`src/rtl/action_select_pkg.sv`:
```
// Shared widths, LFSR seed, action/state encodings and the LFSR step function
// used by the epsilon-greedy action selector.
package action_select_pkg;

  localparam int STATES_W  = 5;
  localparam int ACTIONS_W = 2;
  localparam int Q_W       = 16;
  localparam int EPS_W     = 8;

  localparam logic [7:0] LFSR_SEED = 8'hA5;

  typedef enum logic [1:0] {
    ACT_UP    = 2'd0,
    ACT_DOWN  = 2'd1,
    ACT_RIGHT = 2'd2,
    ACT_LEFT  = 2'd3
  } action_e;

  typedef enum logic [1:0] {
    S_IDLE  = 2'd0,
    S_READ  = 2'd1,
    S_DRAIN = 2'd2,
    S_OUT   = 2'd3
  } state_e;

  // Fibonacci step for x^8+x^6+x^5+x^4+1; a nonzero seed never reaches zero.
  function automatic logic [7:0] lfsr_next(input logic [7:0] v);
    return {v[6:0], v[7] ^ v[5] ^ v[4] ^ v[3]};
  endfunction

endpackage

```
`src/rtl/action_select_lfsr8.sv`:
```
// Free-running 8-bit Fibonacci LFSR supplying the exploration random value.
module lfsr8
  import action_select_pkg::*;
(
  input  logic       clk,
  input  logic       rst_n,
  output logic [7:0] out
);

  logic [7:0] lfsr_q;
  logic [7:0] lfsr_d;

  always_comb lfsr_d = lfsr_next(lfsr_q);

  always_ff @(posedge clk or negedge rst_n) begin
    if (!rst_n) lfsr_q <= LFSR_SEED;
    else        lfsr_q <= lfsr_d;
  end

  assign out = lfsr_q;

endmodule

```
`src/rtl/action_select.sv`:
```
// Epsilon-greedy action selector: reads the four Q-values of a state, tracks
// the signed argmax and either returns it or a random action.
module action_select
  import action_select_pkg::*;
#(
  parameter int STATES_WIDTH  = STATES_W,
  parameter int ACTIONS_WIDTH = ACTIONS_W,
  parameter int Q_WIDTH       = Q_W,
  parameter int EPS_WIDTH     = EPS_W
) (
  input  logic                                   clk,
  input  logic                                   rst_n,
  input  logic                                   start,
  input  logic [STATES_WIDTH-1:0]                st,
  input  logic [EPS_WIDTH-1:0]                   epsilon,
  output logic                                   q_rd_en,
  output logic [STATES_WIDTH+ACTIONS_WIDTH-1:0]  q_rd_addr,
  input  logic [Q_WIDTH-1:0]                     q_rd_data,
  output logic [ACTIONS_WIDTH-1:0]               at,
  output logic                                   valid_out,
  output logic                                   explore,
  output logic                                   busy
);

  state_e                                state_q, state_d;
  logic [ACTIONS_WIDTH-1:0]              cnt_q, cnt_d, cnt_nxt;
  logic [STATES_WIDTH-1:0]               st_l_q, st_l_d;
  logic [EPS_WIDTH-1:0]                  eps_l_q, eps_l_d;
  logic [7:0]                            rnd_q, rnd_d, lfsr_out;
  logic                                  q_rd_en_q, q_rd_en_d;
  logic [STATES_WIDTH+ACTIONS_WIDTH-1:0] q_rd_addr_q, q_rd_addr_d;
  logic                                  rd_vld_q, rd_vld_d;
  logic [ACTIONS_WIDTH-1:0]              rd_idx_q, rd_idx_d;
  logic signed [Q_WIDTH-1:0]             max_q, max_d, cand_max;
  logic [ACTIONS_WIDTH-1:0]              max_idx_q, max_idx_d, cand_idx;
  logic [ACTIONS_WIDTH-1:0]              at_q, at_d;
  logic                                  explore_q, explore_d, explore_now;
  logic                                  valid_out_q, valid_out_d;
  logic                                  take;

  lfsr8 u_lfsr (
    .clk   (clk),
    .rst_n (rst_n),
    .out   (lfsr_out)
  );

  always_comb begin
    // Incoming read data competes with the running max; index 0 always loads.
    take     = rd_vld_q && ((rd_idx_q == '0) || ($signed(q_rd_data) > max_q));
    cand_max = take ? $signed(q_rd_data) : max_q;
    cand_idx = take ? rd_idx_q : max_idx_q;
    cnt_nxt  = cnt_q + ACTIONS_WIDTH'(1);
    explore_now = 32'(rnd_q) < 32'(eps_l_q);

    state_d     = state_q;
    cnt_d       = cnt_q;
    st_l_d      = st_l_q;
    eps_l_d     = eps_l_q;
    rnd_d       = rnd_q;
    q_rd_en_d   = 1'b0;
    q_rd_addr_d = q_rd_addr_q;
    rd_vld_d    = q_rd_en_q;
    rd_idx_d    = cnt_q;
    max_d       = rd_vld_q ? cand_max : max_q;
    max_idx_d   = rd_vld_q ? cand_idx : max_idx_q;
    at_d        = at_q;
    explore_d   = explore_q;
    valid_out_d = 1'b0;

    unique case (state_q)
      S_IDLE: begin
        if (start) begin
          st_l_d      = st;
          eps_l_d     = epsilon;
          rnd_d       = lfsr_out;
          cnt_d       = '0;
          q_rd_en_d   = 1'b1;
          q_rd_addr_d = {st, {ACTIONS_WIDTH{1'b0}}};
          state_d     = S_READ;
        end
      end
      S_READ: begin
        if (cnt_q == '1) begin
          state_d = S_DRAIN;
        end else begin
          cnt_d       = cnt_nxt;
          q_rd_en_d   = 1'b1;
          q_rd_addr_d = {st_l_q, cnt_nxt};
        end
      end
      S_DRAIN: begin
        valid_out_d = 1'b1;
        explore_d   = explore_now;
        at_d        = explore_now ? rnd_q[ACTIONS_WIDTH-1:0] : cand_idx;
        state_d     = S_OUT;
      end
      S_OUT: begin
        state_d = S_IDLE;
      end
      default: state_d = S_IDLE;
    endcase
  end

  always_ff @(posedge clk or negedge rst_n) begin
    if (!rst_n) begin
      state_q     <= S_IDLE;
      cnt_q       <= '0;
      st_l_q      <= '0;
      eps_l_q     <= '0;
      rnd_q       <= '0;
      q_rd_en_q   <= 1'b0;
      q_rd_addr_q <= '0;
      rd_vld_q    <= 1'b0;
      rd_idx_q    <= '0;
      max_q       <= '0;
      max_idx_q   <= '0;
      at_q        <= '0;
      explore_q   <= 1'b0;
      valid_out_q <= 1'b0;
    end else begin
      state_q     <= state_d;
      cnt_q       <= cnt_d;
      st_l_q      <= st_l_d;
      eps_l_q     <= eps_l_d;
      rnd_q       <= rnd_d;
      q_rd_en_q   <= q_rd_en_d;
      q_rd_addr_q <= q_rd_addr_d;
      rd_vld_q    <= rd_vld_d;
      rd_idx_q    <= rd_idx_d;
      max_q       <= max_d;
      max_idx_q   <= max_idx_d;
      at_q        <= at_d;
      explore_q   <= explore_d;
      valid_out_q <= valid_out_d;
    end
  end

  assign q_rd_en   = q_rd_en_q;
  assign q_rd_addr = q_rd_addr_q;
  assign at        = at_q;
  assign explore   = explore_q;
  assign valid_out = valid_out_q;
  assign busy      = (state_q != S_IDLE);

endmodule

```
`config.mk`:
```
export PLATFORM = sky130hd
export DESIGN_NAME = action_select
export DESIGN_NICKNAME = d
export VERILOG_FILES = /design/src/rtl/action_select_pkg.sv /design/src/rtl/action_select_lfsr8.sv /design/src/rtl/action_select.sv
export SDC_FILE = /design/constraint.sdc
export NUM_CORES = 1
export LEC_CHECK = 0
export ABC_AREA = 1
export CAP_MARGIN = 0
export CORE_AREA = 10 10 88 90
export CTS_CLUSTER_DIAMETER = 120
export DETAILED_ROUTE_END_ITERATION = 8
export DIE_AREA = 0 0 98 100
export GPL_ROUTABILITY_DRIVEN = 1
export PLACE_DENSITY = 0.77
export REMOVE_ABC_BUFFERS = 1
export SETUP_SLACK_MARGIN = 0.4
export SYNTH_ARGS = -nofsm -noshare
export SYNTH_HDL_FRONTEND = slang
export SYNTH_SLANG_ARGS = --single-unit
```
`constraint.sdc`:
```
create_clock -name clk -period 2 [get_ports clk]
set_input_delay 0.3 -clock clk [delete_from_list [all_inputs] [get_ports clk]]
set_output_delay 0.3 -clock clk [all_outputs]
set_load 0.1 [all_outputs]
```
; ---- Word level (Yosys, flattened, before mapping)
; Index checks and enable logic that the tools add are counted.
[totals]
regBits = 66
input_bits = 32
out_inout_bits = 13
wordCells = 53
[op_classes]
n_addsub = 1
order_cmp = 2
eq_ne = 7
mux = 15
n_bitwise = 3
n_reduce_logical = 10
[ops]
columns = operator, n
row1 = $gt A16 B16 Y1, 1
row2 = $mux W7, 2
row3 = $pmux W7 S2, 1
row4 = $mux W2, 6
row5 = $lt A8 B8 Y1, 1
row6 = $pmux W2 S4, 1
row7 = $eq A2 B2 Y1 const B, 3
row8 = $ne A2 B2 Y1 const B, 3
row9 = $reduce_and A2 Y1, 3
row10 = $logic_not A2 Y1, 2
row11 = $pmux W2 S2, 1
row12 = $reduce_bool A2 Y1, 2
row13 = $mux W1, 3
row14 = $reduce_and A3 Y1, 1
row15 = $xor A1 B1 Y1, 3
row16 = $add A2 B1 Y2 const B, 1
row17 = $eq A2 B1 Y1 const B, 1
row18 = $pmux W1 S2, 1
row19 = $logic_and A1 B1 Y1, 1
row20 = $logic_or A1 B1 Y1, 1

; ---- Logic depth before layout (Yosys ltp)
[depth]
word_depth = 5
depth_mapped = 18
mapped_depth_nobuf = 18

; ---- Hierarchy
; A second synthesis with hierarchy kept.
[hier_totals]
hier_cells = 345
hier_area_um2 = 3241.9
[modules_own_cells]
columns = mod, instances, cells_each, area_per_inst_um2, seq_area_each_um2
row1 = action_select, 1, 313, 2912.8, 1401.3
row2 = lfsr8, 1, 32, 329.1, 205.2

; ---- Worst setup path before layout
; OpenSTA, ideal clock, no wires.
[synth_timing]
path_type = flip-flop to flip-flop
start = register state_q[0]
end = register q_rd_addr_q[3], in the netlist q_rd_addr[3]
setup_time_ns = 0.120
arrival_ns = 2.066
required_ns = 1.880
slack_ns = -0.187
stages_incl_launch_ff = 9
path_buffers = 1
synth_period_minus_slack_ns = 2.187
path_cell_list = dfrtp_1 inv_1 ha_1 inv_1 or2_2 o21a_1 clkbuf_1 nand2_1 o21a_1
[synth_via]
elab_chain_cells = 3
word_cells_on_any_way = 7
classes_between = eq/ne: 3 / mux: 1 / reduce/logical: 3
[synth_rtl]
columns = element, line
row1 = "start, declared", action_select.sv:25  ; state_e state_q, state_d;
row2 = "start signal, assigned", action_select.sv:121  ; state_q <= state_d;
row3 = $eq A2 B1 Y1 / $logic_not A2 Y1 (equally long branches), action_select.sv:70  ; unique case (state_q)
row4 = $ne A2 B2 Y1 (no line) / $reduce_bool A2 Y1 (equally long branches), -
row5 = $reduce_and A3 Y1 (no line), -
row6 = "end signal, assigned", action_select.sv:127  ; q_rd_addr_q <= q_rd_addr_d;
row7 = "end, declared", action_select.sv:31  ; logic [STATES_WIDTH+ACTIONS_WIDTH-1:0] q_rd_addr_q, q_rd_addr_d;
; Several ways; a longest one is shown, not always the timed one.
; A chain may end at the register's enable or synchronous reset.

; ---- Final worst setup path
[layout_timing]
start = register max_q[9]
end = register max_q[9]
[layout_via]
elab_chain_cells = 4
[layout_rtl]
columns = element, line
row1 = "start, declared", action_select.sv:34  ; logic signed [Q_WIDTH-1:0] max_q, max_d, cand_max;
row2 = "start signal, assigned", action_select.sv:130  ; max_q <= max_d;
row3 = $gt A16 B16 Y1, action_select.sv:49  ; take = rd_vld_q && ((rd_idx_q == '0) || ($signed(q_rd_data) > max_q));
row4 = $logic_or A1 B1 Y1, action_select.sv:49
row5 = $logic_and A1 B1 Y1, action_select.sv:49
row6 = $reduce_and A2 Y1 (no line), -
; Every way passes these cells.

==> results.rst <==
.. list-table::
   :header-rows: 1

   * - Metric
     - Value
   * - Status
     - finished clean
   * - Slack of the worst reg-to-reg path
     - between 30 and 40 ps
   * - Post-route non-filler standard cell count
     - around 480
   * - Worst r2r dst
     - max_q[9]
   * - Max Root-Sink Buffers
     - 2
   * - Highest achievable clock rate
     - approximately 510 MHz
   * - Combined global-route utilization of all metal layers
     - a little over an eighth
   * - Most frequent standard cell in the layout excluding fill and tap cells
     - sky130_fd_sc_hd__dfrtp_1
   * - Wire length after detailed routing
     - 6.68 mm
   * - Clock transition at the registers of the reported paths
     - approximately 70 ps
   * - Clock share of power
     - between 10% and 20%
   * - Count of buffers from port buffering
     - 44
   * - Net Sw Power
     - 3060 µW
   * - Number of hold-slack violations in the final timing report
     - 0
   * - Met1 routing resource usage after global routing
     - approximately 16%
   * - Reg power frac
     - between 20% and 30%
   * - Initial Utilization
     - ~51%
   * - Die Y-Extent
     - roughly 100 µm
   * - Total power per unit cell area
     - ~1600 nW/µm²
   * - Setup Viol. Count Final
     - 0
   * - Area of the die
     - around 9800 µm²
   * - Total number of vias
     - roughly 2,300
   * - Maximum clock skew at final layout
     - roughly 12 ps
   * - Initial drt markers
     - 84
   * - Area Growth Syn to Fin
     - 37.0%
   * - Transition time of the tightest slew-check pin
     - around 340 ps
   * - Number of clock buffers inserted by TritonCTS
     - 9
   * - Sequential cell area fraction in the yosys report
     - 51.3%
   * - Crit-path max cell delay
     - 350 ps
   * - Avg Cell Area, Syn
     - 9.73 µm²
   * - Arrival time at the worst endpoint
     - ~2200 ps
   * - Via density
     - a little under 5
   * - Number of cells on the critical path
     - 14
   * - Leading area contributor after synthesis
     - sky130_fd_sc_hd__dfrtp_1
   * - Clock Sinks
     - 64
   * - Relative slew margins
     - between 70 and 80%
   * - Maximum number of pins on one net before global-route repair
     - 65
   * - Multi-input logic area
     - 1550 µm²
   * - Gp weighted congestion
     - 0.775
   * - Library cell appearing most often on the critical path
     - sky130_fd_sc_hd__nand2_1
   * - Termination of the worst setup path
     - max_q[9]
   * - Yosys synthesis warning count
     - 0
   * - Most heavily used metal layer in global routing
     - met2
   * - Startpoint of the lowest-slack register-to-register path
     - max_q[9]
   * - DP HPWL
     - ~4.5 mm
   * - Std cell rows
     - 29
   * - Slowest stage cell on the critical path
     - sky130_fd_sc_hd__dfrtp_1
   * - Internal power summed over all cells
     - roughly 3700 µW
   * - Data required time at the worst endpoint
     - 2230 ps
   * - Net count of the finished layout
     - between 400 and 500
   * - Vias in the first global route
     - between 2,000 and 2,500
   * - Number of maximum-capacitance violations
     - 0
   * - Unrepaired setup endpoints after global routing
     - true
   * - Core footprint
     - 6130 µm²
   * - Top-level I/O count
     - 45
   * - Global-route wire length before repair
     - between 10 and 15 mm
   * - Register Area
     - 1610 µm²
   * - Cell type group with the largest total delay on the critical path
     - simple AND/OR/NAND/NOR gates
   * - Most frequent cells in the layout
     - 60 x sky130_fd_sc_hd__dfrtp_1, 49 x sky130_fd_sc_hd__nand2_1, 36 x sky130_fd_sc_hd__inv_1
   * - Startpoint kind of the worst setup timing path
     - flip-flop
   * - Maximum net fanout on the critical path
     - 8
   * - First-pass iteration count of the detailed router
     - 4
   * - Element type at the critical path end
     - flip-flop
   * - Top post-synthesis cells by area
     - sky130_fd_sc_hd__dfrtp_1 48%, sky130_fd_sc_hd__ha_1 11%, sky130_fd_sc_hd__nand2_1 6.4%
   * - Peak supply drop
     - 1.20 mV
   * - Met3 Usage GRT
     - 3.85%
   * - Comb pwr share
     - 57.0%
   * - H-Tree Depth
     - 3
   * - Total power
     - a little under 7000 µW
   * - Critical path origin
     - max_q[9]
   * - DRC violations left
     - 0
   * - Count of cells along the worst register-to-register path
     - 14
   * - Cell Chain, Critical Path
     - inv_2 -> ha_4 -> nand4_1 -> nor3_2 -> nand2_1 -> nand2_1 -> nand2_1 -> nand2_1 -> nand2_1 -> nand2_2 -> nand2_4 -> buf_12 -> nor2_2 -> a21oi_2
   * - Setup Crit Path Kind
     - flip-flop to flip-flop
   * - Root Driver
     - sky130_fd_sc_hd__clkbuf_8
   * - Worst min path class
     - input port to flip-flop
   * - Clock latency of the later-clocked register in the worst-skew pair
     - 340 ps
   * - Met2 capacity usage during global routing
     - between 20 and 25%
   * - Number of fill cells in the layout
     - about 470
   * - Cell Area, Synth
     - between 3000 and 4000 µm²
   * - Time the worst path needs with I/O delays and setup
     - roughly 2000 ps
   * - Antenna violations before repair
     - 0
   * - Switching share of power
     - 45.3%
   * - Gr ovfl total
     - 0
   * - Number of diodes
     - 0
   * - Width of the chip
     - between 90 and 100 µm
   * - Synth cell types
     - 25
   * - CTS tree
     - built
   * - Cell count after placement
     - about 450
   * - Final clock period utilization by the worst path
     - a little over nine tenths
   * - Count of pins over their slew limit
     - 0
   * - Buf/Inv on CP
     - 2
   * - Remaining number of nets flagged by the antenna check after routing
     - 0
   * - Syn Inst Count
     - roughly 320
   * - Share of final-layout standard cells stronger than drive strength 1
     - about a third
   * - Leak
     - approximately 0.0021 µW
   * - Synthesized flop and latch total
     - 64
   * - Average wire length per cell after detail routing
     - between 10 and 15 µm
   * - Top-area cell type share of the netlist area
     - between 40% and 50%
==> per-stage QoR <==
step | setup TNS [ps] | util [%] | setup WS (ps) | hold WS, ps | instance area [µm²]
2_1_floorplan | -481 | - | -150 | 4.41 | 3080
3_3_place_gp | -6130 | 61.3 | -354 | 336 | 3760
3_5_place_dp | -6280 | 61.3 | -366 | 339 | 3760
4_1_cts | 0 | 67.4 | 94.6 | 373 | 4130
5_1_grt | -669 | 69.9 | -75.8 | 308 | 4290
6_report | 0 | 69.9 | 36.0 | 310 | 4290
==> worst min-delay path by stage <==
stage / startpoint / end / slack (ps) / depth (start not counted)
6_report: q_rd_data[1] / max_q[1] / 310 / 3
2_1_floorplan: rst_n / at[0] / 4 / 0
4_1_cts: q_rd_data[4] / max_q[4] / 370 / 3
3_3_place_gp: rst_n / max_q[5] / 340 / 2
3_5_place_dp: rst_n / max_q[5] / 340 / 2
5_1_grt: q_rd_data[1] / max_q[1] / 310 / 3
==> cell usage after synthesis <==
library cell / instances
sky130_fd_sc_hd__or2_2: 2
sky130_fd_sc_hd__dfstp_2: 4
sky130_fd_sc_hd__xnor2_1: 2
sky130_fd_sc_hd__o21ai_0: 21
sky130_fd_sc_hd__nand2_1: 53
sky130_fd_sc_hd__nor3_2: 1
sky130_fd_sc_hd__ha_1: 28
sky130_fd_sc_hd__a21oi_2: 15
sky130_fd_sc_hd__o21a_1: 7
sky130_fd_sc_hd__nand2_2: 2
sky130_fd_sc_hd__dfrtp_1: 60
sky130_fd_sc_hd__nand3_1: 10
sky130_fd_sc_hd__o21ai_2: 1
sky130_fd_sc_hd__buf_6: 3
sky130_fd_sc_hd__nand4_1: 3
sky130_fd_sc_hd__nor2_2: 5
sky130_fd_sc_hd__o211ai_1: 1
sky130_fd_sc_hd__clkbuf_1: 5
sky130_fd_sc_hd__nand2_4: 1
sky130_fd_sc_hd__xor2_1: 1
sky130_fd_sc_hd__inv_1: 50
sky130_fd_sc_hd__nor3_1: 1
sky130_fd_sc_hd__mux2_2: 8
sky130_fd_sc_hd__nor2_1: 22
sky130_fd_sc_hd__a21oi_1: 16
==> per-layer routing <==
metal	vias to the layer above	part of all wire [%]	routed length (µm)
li1	1182	-	-
met1	1113	43	2840
met2	40	51	3410
met3	13	4.7	316
met4	0	1.6	110
met5	-	0	0
==> registers in the layout (all words and copies together), names as in the netlist <==
signal	count
u_lfsr.out	8
q_rd_addr	6
valid_out	1
at	2
max_q	16
explore	1
q_rd_en	1
eps_l_q	8
st_l_q	5
state_q	2
rd_vld_q	1
max_idx_q	2
rnd_q	8
cnt_q	1
rd_idx_q	2
==> kinds of logic (layout without fill, tap and decap cells) <==
logic type | count (synthesis) | in the layout | share of synthesized area, %
flip-flops | 64 | 64 | 51.3
multiplexers | 8 | 8 | 2.88
buffers and inverters | 58 | 138 | 7.67
adder cells (fa/ha/maj) | 28 | 28 | 11.2
AND/OR/NAND/NOR | 100 | 100 | 13.8
AO/OA/AOI/OAI | 61 | 61 | 12.3
XOR/XNOR | 3 | 3 | 0.839
==> repair_timing <==
item                                   4_1_cts  5_1_grt
gates resized for setup                     50       28
hold buffers                                 1        0
pin swaps                                   13        6
gates cloned                                 0        1
endpoints found under the hold margin       60        0
setup endpoints to repair                   28       30
setup buffers                                5        5
==> worst reg2reg max path, delay by kind of cell (launching register included) <==
| kind | cells | cell delay, ps |
|---|---|---|
| simple gates | 10 | 970 |
| flops | 1 | 350 |
| fa+ha+maj | 1 | 260 |
| buf+inv | 2 | 220 |
| compound gates | 1 | 50 |
==> power groups by stage <==
stage / logic, µW / clock network [µW] / registers (µW)
after floorplan: 1590 / 0 / 2620
after global routing: 4220 / 1030 / 2010
after detailed placement: 3240 / 0 / 1950
after CTS: 3570 / 962 / 1960
final: 3850 / 942 / 1970
after global placement: 3140 / 0 / 1940
==> final cells by class <==
| class | instances | area share, % |
|---|---|---|
| Sequential cell | 64 | 37.5 |
| Clock buffer | 15 | 3.65 |
| Timing Repair Buffer | 72 | 16.0 |
| Multi-Input combinational cell | 200 | 36.1 |
| Inverter | 50 | 4.38 |
| Tap cell | 77 | 2.25 |
| Clock inverter | 1 | 0.117 |
Power figures use the tool's default switching activity.
